`src/rtl/uart_cmd_pkg.sv`:
```
// Shared constants and state encoding for the UART command-frame parser.
package uart_cmd_pkg;

    localparam logic [7:0] HDR0      = 8'h55;
    localparam logic [7:0] HDR1      = 8'hAA;
    localparam int         FRAME_LEN = 6;

    typedef enum logic [2:0] {
        IDLE = 3'd0,
        H1   = 3'd1,
        ADDR = 3'd2,
        DH   = 3'd3,
        DL   = 3'd4,
        CKS  = 3'd5,
        OUT  = 3'd6
    } state_t;

endpackage

```
`src/rtl/uart_gap_timer.sv`:
```
// Inter-byte gap timer: counts while run is high and pulses expire on the
// last allowed cycle before a frame is abandoned.
module uart_gap_timer #(
    parameter int unsigned TIMEOUT_CYC = 50000
) (
    input  logic clk,
    input  logic rst_n,
    input  logic run,
    input  logic clear,
    output logic expire
);

    localparam int unsigned W    = $clog2(TIMEOUT_CYC + 1);
    localparam logic [W-1:0] LAST = W'(TIMEOUT_CYC - 1);

    logic [W-1:0] count;

    always_ff @(posedge clk or negedge rst_n) begin
        if (!rst_n)
            count <= '0;
        else if (clear)
            count <= '0;
        else if (run)
            count <= count + W'(1);
    end

    // A strobe in the expiry cycle wins, so clear masks the pulse.
    assign expire = run & ~clear & (count == LAST);

endmodule

```
`src/rtl/uart_cmd_parser.sv`:
```
// Command-frame parser behind the UART receiver: assembles HDR0 HDR1 ADDR DH DL CKS
// frames and issues each good one as a valid/ready register-write request.
module uart_cmd_parser #(
    parameter logic [7:0]  HDR0        = uart_cmd_pkg::HDR0,
    parameter logic [7:0]  HDR1        = uart_cmd_pkg::HDR1,
    parameter int unsigned TIMEOUT_CYC = 50000
) (
    input  logic        clk,
    input  logic        rst_n,
    input  logic [7:0]  rx_data,
    input  logic        rx_en,
    output logic        cfg_valid,
    input  logic        cfg_ready,
    output logic [7:0]  cfg_addr,
    output logic [15:0] cfg_data,
    output logic        err_cks,
    output logic        err_timeout,
    output logic        err_overrun,
    output logic        busy
);

    import uart_cmd_pkg::*;

    state_t     state, state_next;
    logic       rx_en_d, byte_stb;
    logic       timer_run, timer_clear, expire;
    logic [7:0] acc, addr_q, dh_q, dl_q;
    logic       cks_err_next, to_err_next, ovr_err_next, load_out;

    // rx_en_d resets high so a level already present at release is not a new byte.
    always_ff @(posedge clk or negedge rst_n) begin
        if (!rst_n)
            rx_en_d <= 1'b1;
        else
            rx_en_d <= rx_en;
    end

    assign byte_stb    = rx_en & ~rx_en_d;
    assign timer_run   = state inside {H1, ADDR, DH, DL, CKS};
    assign timer_clear = byte_stb | ~timer_run;

    uart_gap_timer #(.TIMEOUT_CYC(TIMEOUT_CYC)) u_gap_timer (
        .clk    (clk),
        .rst_n  (rst_n),
        .run    (timer_run),
        .clear  (timer_clear),
        .expire (expire)
    );

    always_ff @(posedge clk or negedge rst_n) begin
        if (!rst_n)
            state <= IDLE;
        else
            state <= state_next;
    end

    always_comb begin
        state_next   = state;
        cks_err_next = 1'b0;
        to_err_next  = 1'b0;
        ovr_err_next = 1'b0;
        load_out     = 1'b0;
        case (state)
            IDLE: if (byte_stb && rx_data == HDR0) state_next = H1;
            H1: begin
                if (byte_stb) begin
                    if (rx_data == HDR1)      state_next = ADDR;
                    else if (rx_data == HDR0) state_next = H1;
                    else                      state_next = IDLE;
                end
            end
            ADDR: if (byte_stb) state_next = DH;
            DH:   if (byte_stb) state_next = DL;
            DL:   if (byte_stb) state_next = CKS;
            CKS: begin
                if (byte_stb) begin
                    if (rx_data == acc) begin
                        state_next = OUT;
                        load_out   = 1'b1;
                    end else begin
                        state_next   = IDLE;
                        cks_err_next = 1'b1;
                    end
                end
            end
            OUT: begin
                ovr_err_next = byte_stb;
                if (cfg_ready) state_next = IDLE;
            end
            default: state_next = IDLE;
        endcase
        if (expire && !byte_stb) begin
            state_next  = IDLE;
            to_err_next = 1'b1;
        end
    end

    // Field capture, 8-bit checksum accumulation and the registered error pulses.
    always_ff @(posedge clk or negedge rst_n) begin
        if (!rst_n) begin
            acc         <= '0;
            addr_q      <= '0;
            dh_q        <= '0;
            dl_q        <= '0;
            cfg_addr    <= '0;
            cfg_data    <= '0;
            err_cks     <= 1'b0;
            err_timeout <= 1'b0;
            err_overrun <= 1'b0;
        end else begin
            err_cks     <= cks_err_next;
            err_timeout <= to_err_next;
            err_overrun <= ovr_err_next;
            if (byte_stb) begin
                case (state)
                    ADDR: begin addr_q <= rx_data; acc <= rx_data;       end
                    DH:   begin dh_q   <= rx_data; acc <= acc + rx_data; end
                    DL:   begin dl_q   <= rx_data; acc <= acc + rx_data; end
                    default: ;
                endcase
            end
            if (load_out) begin
                cfg_addr <= addr_q;
                cfg_data <= {dh_q, dl_q};
            end
        end
    end

    assign cfg_valid = (state == OUT);
    assign busy      = (state != IDLE);

endmodule

```
`config.mk`:
```
export PLATFORM = sky130hd
export DESIGN_NAME = uart_cmd_parser
export DESIGN_NICKNAME = d
export VERILOG_FILES = /design/src/rtl/uart_cmd_pkg.sv /design/src/rtl/uart_gap_timer.sv /design/src/rtl/uart_cmd_parser.sv
export SDC_FILE = /design/constraint.sdc
export NUM_CORES = 1
export LEC_CHECK = 0
export ABC_AREA = 0
export CAP_MARGIN = 10
export CORE_UTILIZATION = 40
export DETAILED_ROUTE_END_ITERATION = 12
export SETUP_SLACK_MARGIN = 0.5
export SLEW_MARGIN = 20
export SYNTH_ARGS = -nofsm -noshare
export SYNTH_HDL_FRONTEND = slang
export SYNTH_SLANG_ARGS = --single-unit
```
`constraint.sdc`:
```
create_clock -name clk -period 5.5 [get_ports clk]
set_input_delay 1.375 -clock clk [delete_from_list [all_inputs] [get_ports clk]]
set_output_delay 1.375 -clock clk [all_outputs]
set_load 0.005 [all_outputs]
```
==> metrics.log, run 1 <==
[metrics] DRC viols: 2
[metrics] all-layer global routing usage: 16.8%
[metrics] core area: around 8800 um^2
[metrics] post-route minimum period: 3.69 ns
[metrics] Multi-input gate area: between 1500 and 2000 um^2
[metrics] highest fanout seen on the critical path: 19
[metrics] TritonCTS Sinks: 79
[metrics] warning count from the yosys run: 0
[metrics] number of nets in the layout: approximately 380
[metrics] IR drop worst, VDD: approximately 0.16 mV
[metrics] cell leakage power: slightly below 2 nW
[metrics] cell area after layout: around 4400 um^2
[metrics] Post-Synthesis Cell Area: ~3700 um^2
[metrics] worst stage delay on the critical path: ~0.55 ns
[metrics] # resized after CTS: 0
[metrics] number of vias per cell after detailed routing: ~5.2
[metrics] buffer cell driving the clock tree root: clkbuf_8
[metrics] insertion delay of the later-clocked pin in the worst-skew pair: approximately 0.36 ns
[metrics] post-synth net total: around 330
[metrics] half-perimeter wire length after placement: 4880 um
[metrics] final wirelength: ~7300 um
[metrics] number of fill cells in the layout: ~800
[metrics] Post-DRT Antenna Nets: 0
[metrics] worst endpoint data arrival time: around 3.9 ns
[metrics] Synth Instances: between 300 and 400
[metrics] number of placement rows: 34
[metrics] family of cells with the greatest summed delay on the critical path: buffers and inverters
[metrics] flip-flop and latch area: 1980 um^2
[metrics] final critical-path share of the clock period: 67.1%
[metrics] syn_area_per_cell: roughly 12 um^2
[metrics] # port buffers: 40
[metrics] area added between synthesis and finish: 18.5%
[metrics] violations in the final reports: DRC
[metrics] CTS hold repair buffers: 0
[metrics] count of state elements after synthesis: between 70 and 80
[metrics] vias after detailed routing: around 2400
[metrics] Post-synth top flop: dfrtp_1
[metrics] buffers plus inverters on the worst setup path: 2
[metrics] CTS HTree Levels: 3
[metrics] normalized max-slew margin: about half
[metrics] slowest CP cell: clkdlybuf4s50_1
[metrics] share of cells above drive strength 1: between 20 and 25%
[metrics] overall die area: 9590 um^2
[metrics] Final TNS setup: 0 ns
[metrics] Die Y-Extent: slightly below 100 um
[metrics] count of final max-slew check failures: 0
[metrics] gpl congestion: about 0.75
[metrics] chip width: ~100 um
[metrics] final setup violation count: 0
[metrics] antenna diode count: 0
[metrics] endpoint kind of the worst setup timing path: flop
[metrics] Max Clock Skew: ~0.016 ns
[metrics] slew at the pin with the worst max-slew slack: approximately 0.72 ns
[metrics] vias in the first global route: 2435
[metrics] wire length per cell: 15.6 um
[metrics] Power, Total: between 1 and 1.5 mW
[metrics] maximum clock path buffer count: 2
[metrics] max cap viols: 0
[metrics] Cell Pwr Density: around 230 nW/um^2
[metrics] global-route congestion overflow total: 0
[metrics] post-CTS setup repair buffer count: 0
[metrics] fraction of the yosys area taken by sequential cells: 53.7%
[metrics] RSZ-0062 raised after global routing: no
[metrics] worst path required time: 5.74 ns
[metrics] element type at the critical path start: primary input
[metrics] Post-Place Setup Slack: 1.42 ns
[metrics] final core utilization: between 40% and 50%
[metrics] initial core utilization: approximately two fifths
[metrics] worst hold path type: reg2reg
[metrics] Area after DPL: about 4200 um^2
[metrics] fmax: 0.271 GHz
[metrics] CTS tree: yes
[metrics] synth unique cells: between 40 and 50
[metrics] class of the most critical setup path: in2reg
[metrics] cell-by-cell listing of the critical path: clkdlybuf4s50_1 -> ha_1 -> nor4_1 -> and3_1 -> nor2b_2 -> buf_4 -> mux2_2
[metrics] Pre-Repair DR Iteration Count: 8
[metrics] clock-pin slew reported for the worst setup and hold paths after clock tree synthesis: 0.08 ns
[metrics] number of synthesized flops with an enable pin: 0
[metrics] asr flop ratio synth: 100%
[metrics] largest net degree at the start of global routing: 80
[metrics] number of CTS-inserted buffers: 9
[metrics] final worst slack: roughly 1.8 ns
[metrics] number of placed I/O pins: 41
[metrics] number of design-rule violations left by the first detailed-router iteration: 95
[metrics] global-route wire length before repair: ~13000 um
[metrics] final hold viol count: 0
[metrics] outcome: finished with violations
[metrics] number of antenna violations at the first check in global routing: 0
## path summary, 6_finish.rpt
kind / slack [ns] / cells after the start / startpoint / to
worst max-delay path: 1.81 / 7 / rx_data[6] / cfg_data[8]
worst min-delay path: 0.48 / 1 / u_gap_timer.count[0] / u_gap_timer.count[0]
worst max register to register: 3.06 / 6 / acc[6] / cfg_data[8]
worst min register to register: 0.48 / 1 / u_gap_timer.count[0] / u_gap_timer.count[0]
max in group asynchronous: 3.95 / 1 / rst_n / addr_q[1]
min in group asynchronous: 1.03 / 1 / rst_n / cfg_data[3]
## worst reg2reg max path, delay by kind of cell (launching register included)
family                     cells  cell delay (ns)
buffers and inverters          1             0.35
muxes                          1             0.38
DFF                            1             0.40
adders and majority gates      1             0.33
and+or+nand+nor                3             0.87
## registers in the layout, indices dropped and copies added, names as in the netlist
signal,flops
cfg_data,16
u_gap_timer.count,16
acc,8
addr_q,8
cfg_addr,8
dh_q,8
dl_q,8
state,3
err_cks,1
err_overrun,1
err_timeout,1
rx_en_d,1
## Yosys cell counts (3+ instances only)
library cell	instances	share of area [%]
a21o_1	5	1.0
nand2b_1	4	0.68
a21oi_1	8	1.1
nand4_1	5	0.85
and3_1	3	0.51
o21ai_0	18	2.4
xor2_1	10	2.4
mux2_2	47	14
clkbuf_1	6	0.61
nand2_1	22	2.2
buf_2	6	0.82
ha_1	8	2.7
nor3_1	5	0.68
nor2_1	23	2.3
nand3_1	9	1.2
nor2b_1	5	0.85
a31oi_1	3	0.51
inv_1	6	0.61
xnor2_1	7	1.7
dfrtp_1	78	53
mux2i_1	7	1.9
## per-stage QoR
step / hold slack [ns] / std cells
4_1_cts: 0.487 / 467
6_report: 0.484 / 467
3_5_place_dp: 0.476 / 451
5_1_grt: 0.522 / 467
3_3_place_gp: 0.468 / 451
2_1_floorplan: 0.444 / 313
## layout by cell type (no fill, tap or decap), drive strengths merged, types with 2 or more instances in the layout
master,Yosys,routed
inv,6,9
a21oi,8,8
o21ai,19,19
nor4,3,3
or3,4,4
nand3,10,10
nor2b,5,5
a211oi,2,2
nand2,22,22
xor2,10,10
dfrtp,78,78
nand4,5,5
nor2,24,24
mux2i,7,7
nand2b,4,4
xnor2,7,7
clkinvlp,0,2
clkinv,0,2
or4b,3,3
ha,8,8
clkdlybuf4s50,0,39
and3,3,3
clkbuf,6,9
mux2,47,47
a31oi,3,3
nor3,5,5
buf,6,3
a21o,6,6
## cell families after synthesis
group | count (synthesis) | synth area share [%]
buffers and inverters | 18 | 2.04
XOR/XNOR | 17 | 4.04
multiplexers | 54 | 16.3
adder cells (fa/ha/maj) | 9 | 3.26
flip-flops | 79 | 53.7
AND/OR/NAND/NOR | 94 | 13.8
AO/OA/AOI/OAI | 42 | 6.83
## per-layer routing
metal / global-route usage [%] / wire, um / vias to the layer above / part of all wire (%)
met5: 0 / 0 / - / 0
met4: 5.24 / 100 / 0 / 1.4
met3: 5.80 / 359 / 10 / 4.9
met2: 24.7 / 3310 / 39 / 45
met1: 23.4 / 3530 / 1191 / 48
li1: - / - / 1185 / -
## final cells by class
type	count	area share, %
well taps	108	3.10
inverters	6	0.516
clock inverters	7	1.26
repair buffers	42	9.55
multi-input cells	216	37.4
clock buffers	9	2.84
flip-flops and latches	79	45.4
## power breakdown
| part | leakage, nW | switching, mW | internal [mW] |
|---|---|---|---|
| clock | 0.0866 | 0.233 | 0.168 |
| sequential | 1.10 | 0.000306 | 0.581 |
| combinational | 0.795 | 0.0263 | 0.0139 |
(Power assumes the default switching activity.)
==> run 2, diff against run 1 <==
==> constraint.sdc (replaced) <==
create_clock -name clk -period 3.9 [get_ports clk]
set_input_delay 0.975 -clock clk [delete_from_list [all_inputs] [get_ports clk]]
set_output_delay 0.975 -clock clk [all_outputs]
set_load 0.005 [all_outputs]
==> run 2 against run 1 <==
The flow still finishes with violations (DRC); clock power rose by 57%; clock-buffer cell count did not move; cell count rose by 1.7%; non-clock buffer count rose by 8; critical path type unchanged; critical endpoint is now cfg_data[9]; largest power group unchanged.
==> metrics.log, run 2 (synthesis gave the netlist of run 1 again) <==
[metrics] worst endpoint data arrival time: 3.23 ns
[metrics] chip width: 97.9 um
[metrics] TritonCTS Sinks: 79
[metrics] buffer cell driving the clock tree root: clkbuf_8
[metrics] buffers plus inverters on the worst setup path: 2
[metrics] final hold viol count: 0
[metrics] wire length per cell: around 16 um
[metrics] gpl congestion: 0.761
[metrics] highest fanout seen on the critical path: 19
[metrics] Cell Pwr Density: around 340 nW/um^2
[metrics] number of CTS-inserted buffers: 9
[metrics] family of cells with the greatest summed delay on the critical path: buffers and inverters
[metrics] initial core utilization: 41.8%
[metrics] Final TNS setup: 0 ns
[metrics] routed wire length on met3: ~330 um
[metrics] post-route minimum period: 2.98 ns
[metrics] worst path required time: roughly 4.1 ns
[metrics] most common library cell in the layout ignoring fill and taps: dfrtp_1
[metrics] Metal-1 WL: about 3700 um
[metrics] final setup violation count: 0
[metrics] number of cells in the design after placement: roughly 460
[metrics] Pre-Repair DR Iteration Count: 10
[metrics] Int Pwr: around 1.1 mW
[metrics] RSZ-0062 raised after global routing: no
[metrics] vias after detailed routing: roughly 2500
[metrics] all-layer global routing usage: between 15 and 20%
[metrics] post-CTS setup repair buffer count: 0
[metrics] Max Clock Skew: ~0.011 ns
[metrics] IR drop worst, VDD: between 0.2 and 0.25 mV
[metrics] cell-by-cell listing of the critical path: clkdlybuf4s50_1 -> ha_1 -> nor3_1 -> and3_1 -> nor2b_2 -> buf_4 -> mux2_2
[metrics] global-route congestion overflow total: 0
[metrics] Post-Place Setup Slack: 0.539 ns
[metrics] largest registers: cfg_data (16), u_gap_timer.count (16)
[metrics] count of final max-slew check failures: 0
[metrics] CTS hold repair buffers: 0
[metrics] overall die area: 9590 um^2
[metrics] final critical-path share of the clock period: between 70% and 80%
[metrics] DRC viols: 2
[metrics] CTS HTree Levels: 3
[metrics] Flop pwr share: between 50% and 60%
[metrics] # resized after CTS: 0
[metrics] endpoint kind of the worst setup timing path: flop
[metrics] final wirelength: between 7000 and 8000 um
[metrics] worst stage delay on the critical path: approximately 0.52 ns
[metrics] clock-pin slew reported for the worst setup and hold paths after clock tree synthesis: 0.08 ns
[metrics] share of cells above drive strength 1: a little under a quarter
[metrics] detailed-routed wire length on met2: 3430 um
[metrics] worst hold path type: reg2reg
[metrics] Max Used Layer: met4
[metrics] Die Y-Extent: ~98 um
[metrics] cell area after layout: 4440 um^2
[metrics] Area after DPL: ~4200 um^2
[metrics] # port buffers: 40
[metrics] final worst slack: between 0.9 and 1 ns
[metrics] class of the most critical setup path: in2reg
[metrics] violations in the final reports: DRC
[metrics] insertion delay of the later-clocked pin in the worst-skew pair: roughly 0.36 ns
[metrics] CTS tree: yes
[metrics] fmax: approximately 0.34 GHz
[metrics] slew at the pin with the worst max-slew slack: between 0.7 and 0.8 ns
[metrics] final core utilization: around half
[metrics] number of standard cells in the final layout excluding fillers: between 400 and 500
[metrics] slowest CP cell: clkdlybuf4s50_1
[metrics] global-route wire length before repair: 12700 um
[metrics] number of nets in the layout: 383
[metrics] most frequent cells in the layout: dfrtp_1 (78), mux2_2 (47), clkdlybuf4s50_1 (39), nor2_1 (23), nand2_1 (22)
[metrics] number of antenna violations at the first check in global routing: 0
[metrics] vias in the first global route: 2500
[metrics] max cap viols: 0
[metrics] normalized max-slew margin: roughly 53%
[metrics] switching power summed over all nets: roughly 0.36 mW
[metrics] core area: between 8000 and 9000 um^2
[metrics] switching share of power: roughly 24%
[metrics] number of placed I/O pins: roughly 40
[metrics] half-perimeter wire length after placement: just over 5000 um
[metrics] element type at the critical path start: primary input
[metrics] maximum clock path buffer count: 2
[metrics] Combinational Power Share: between 4 and 5%
[metrics] number of design-rule violations left by the first detailed-router iteration: 94
[metrics] antenna diode count: 0
[metrics] cell leakage power: just over 2 nW
[metrics] Post-DRT Antenna Nets: 0
[metrics] outcome: finished with violations
[metrics] clock group share of total power: a little over two fifths
[metrics] number of vias per cell after detailed routing: 5.27
[metrics] number of placement rows: 34
[metrics] area added between synthesis and finish: 20.7%
[metrics] largest net degree at the start of global routing: 80
[run 2: cell count changes in the layout (fill, tap and decap cells not counted), sizes merged]
cell      change
buf           +8
clkinvlp      -2
bufinv        +1
inv           +1
[run 2: routing by layer]
layer  global-route usage [%]  vias up
li1                         -     1204
met1                     24.0     1242
met2                     25.7       47
met3                     4.72       11
met4                     6.29        0
met5                        0        -
[run 2: through the flow]
| step | total power, mW | hold WS (ns) |
|---|---|---|
| 2_1_floorplan | 0.855 | 0.444 |
| 3_3_place_gp | 0.900 | 0.463 |
| 3_5_place_dp | 0.901 | 0.470 |
| 4_1_cts | 1.54 | 0.489 |
| 5_1_grt | 1.58 | 0.516 |
| 6_report | 1.51 | 0.491 |
[run 2: path summary, 6_finish.rpt]
path / slack [ns] / end / start / cells after the start
hold / removal: 0.49 / dl_q[1] / dl_q[1] / 2
setup / recovery: 0.92 / cfg_data[9] / rx_data[3] / 7
hold reg to reg: 0.49 / dl_q[1] / dl_q[1] / 2
min in group asynchronous: 0.65 / cfg_data[1] / rst_n / 1
setup reg to reg: 1.71 / cfg_data[9] / acc[6] / 6
max in group asynchronous: 2.77 / acc[7] / rst_n / 1
[run 2: cell type report]
cell class                      count  area, um^2
Sequential cell                    79        1980
Timing Repair Buffer               50         477
Clock inverter                      7        77.6
Fill cell                         825        4360
Multi-Input combinational cell    216        1630
Inverter                            6        22.5
Tap cell                          108         135
Clock buffer                        9         124
[run 2: power by group through the flow]
| stage | clock (mW) | combinational [mW] | sequential [mW] |
|---|---|---|---|
| 3_5_place_dp | 0 | 0.0647 | 0.836 |
| 2_1_floorplan | 0 | 0.0191 | 0.836 |
| 5_1_grt | 0.686 | 0.0717 | 0.820 |
| 6_report | 0.630 | 0.0628 | 0.820 |
| 4_1_cts | 0.655 | 0.0648 | 0.820 |
| 3_3_place_gp | 0 | 0.0638 | 0.836 |
[run 2: worst register-to-register path: stages (launching register included)]
cell and delay, ns:
dfrtp_1 0.39, ha_1 0.33, nor4_1 0.25, and3_1 0.25, nor2b_2 0.18, buf_4 0.31, mux2_2 0.38
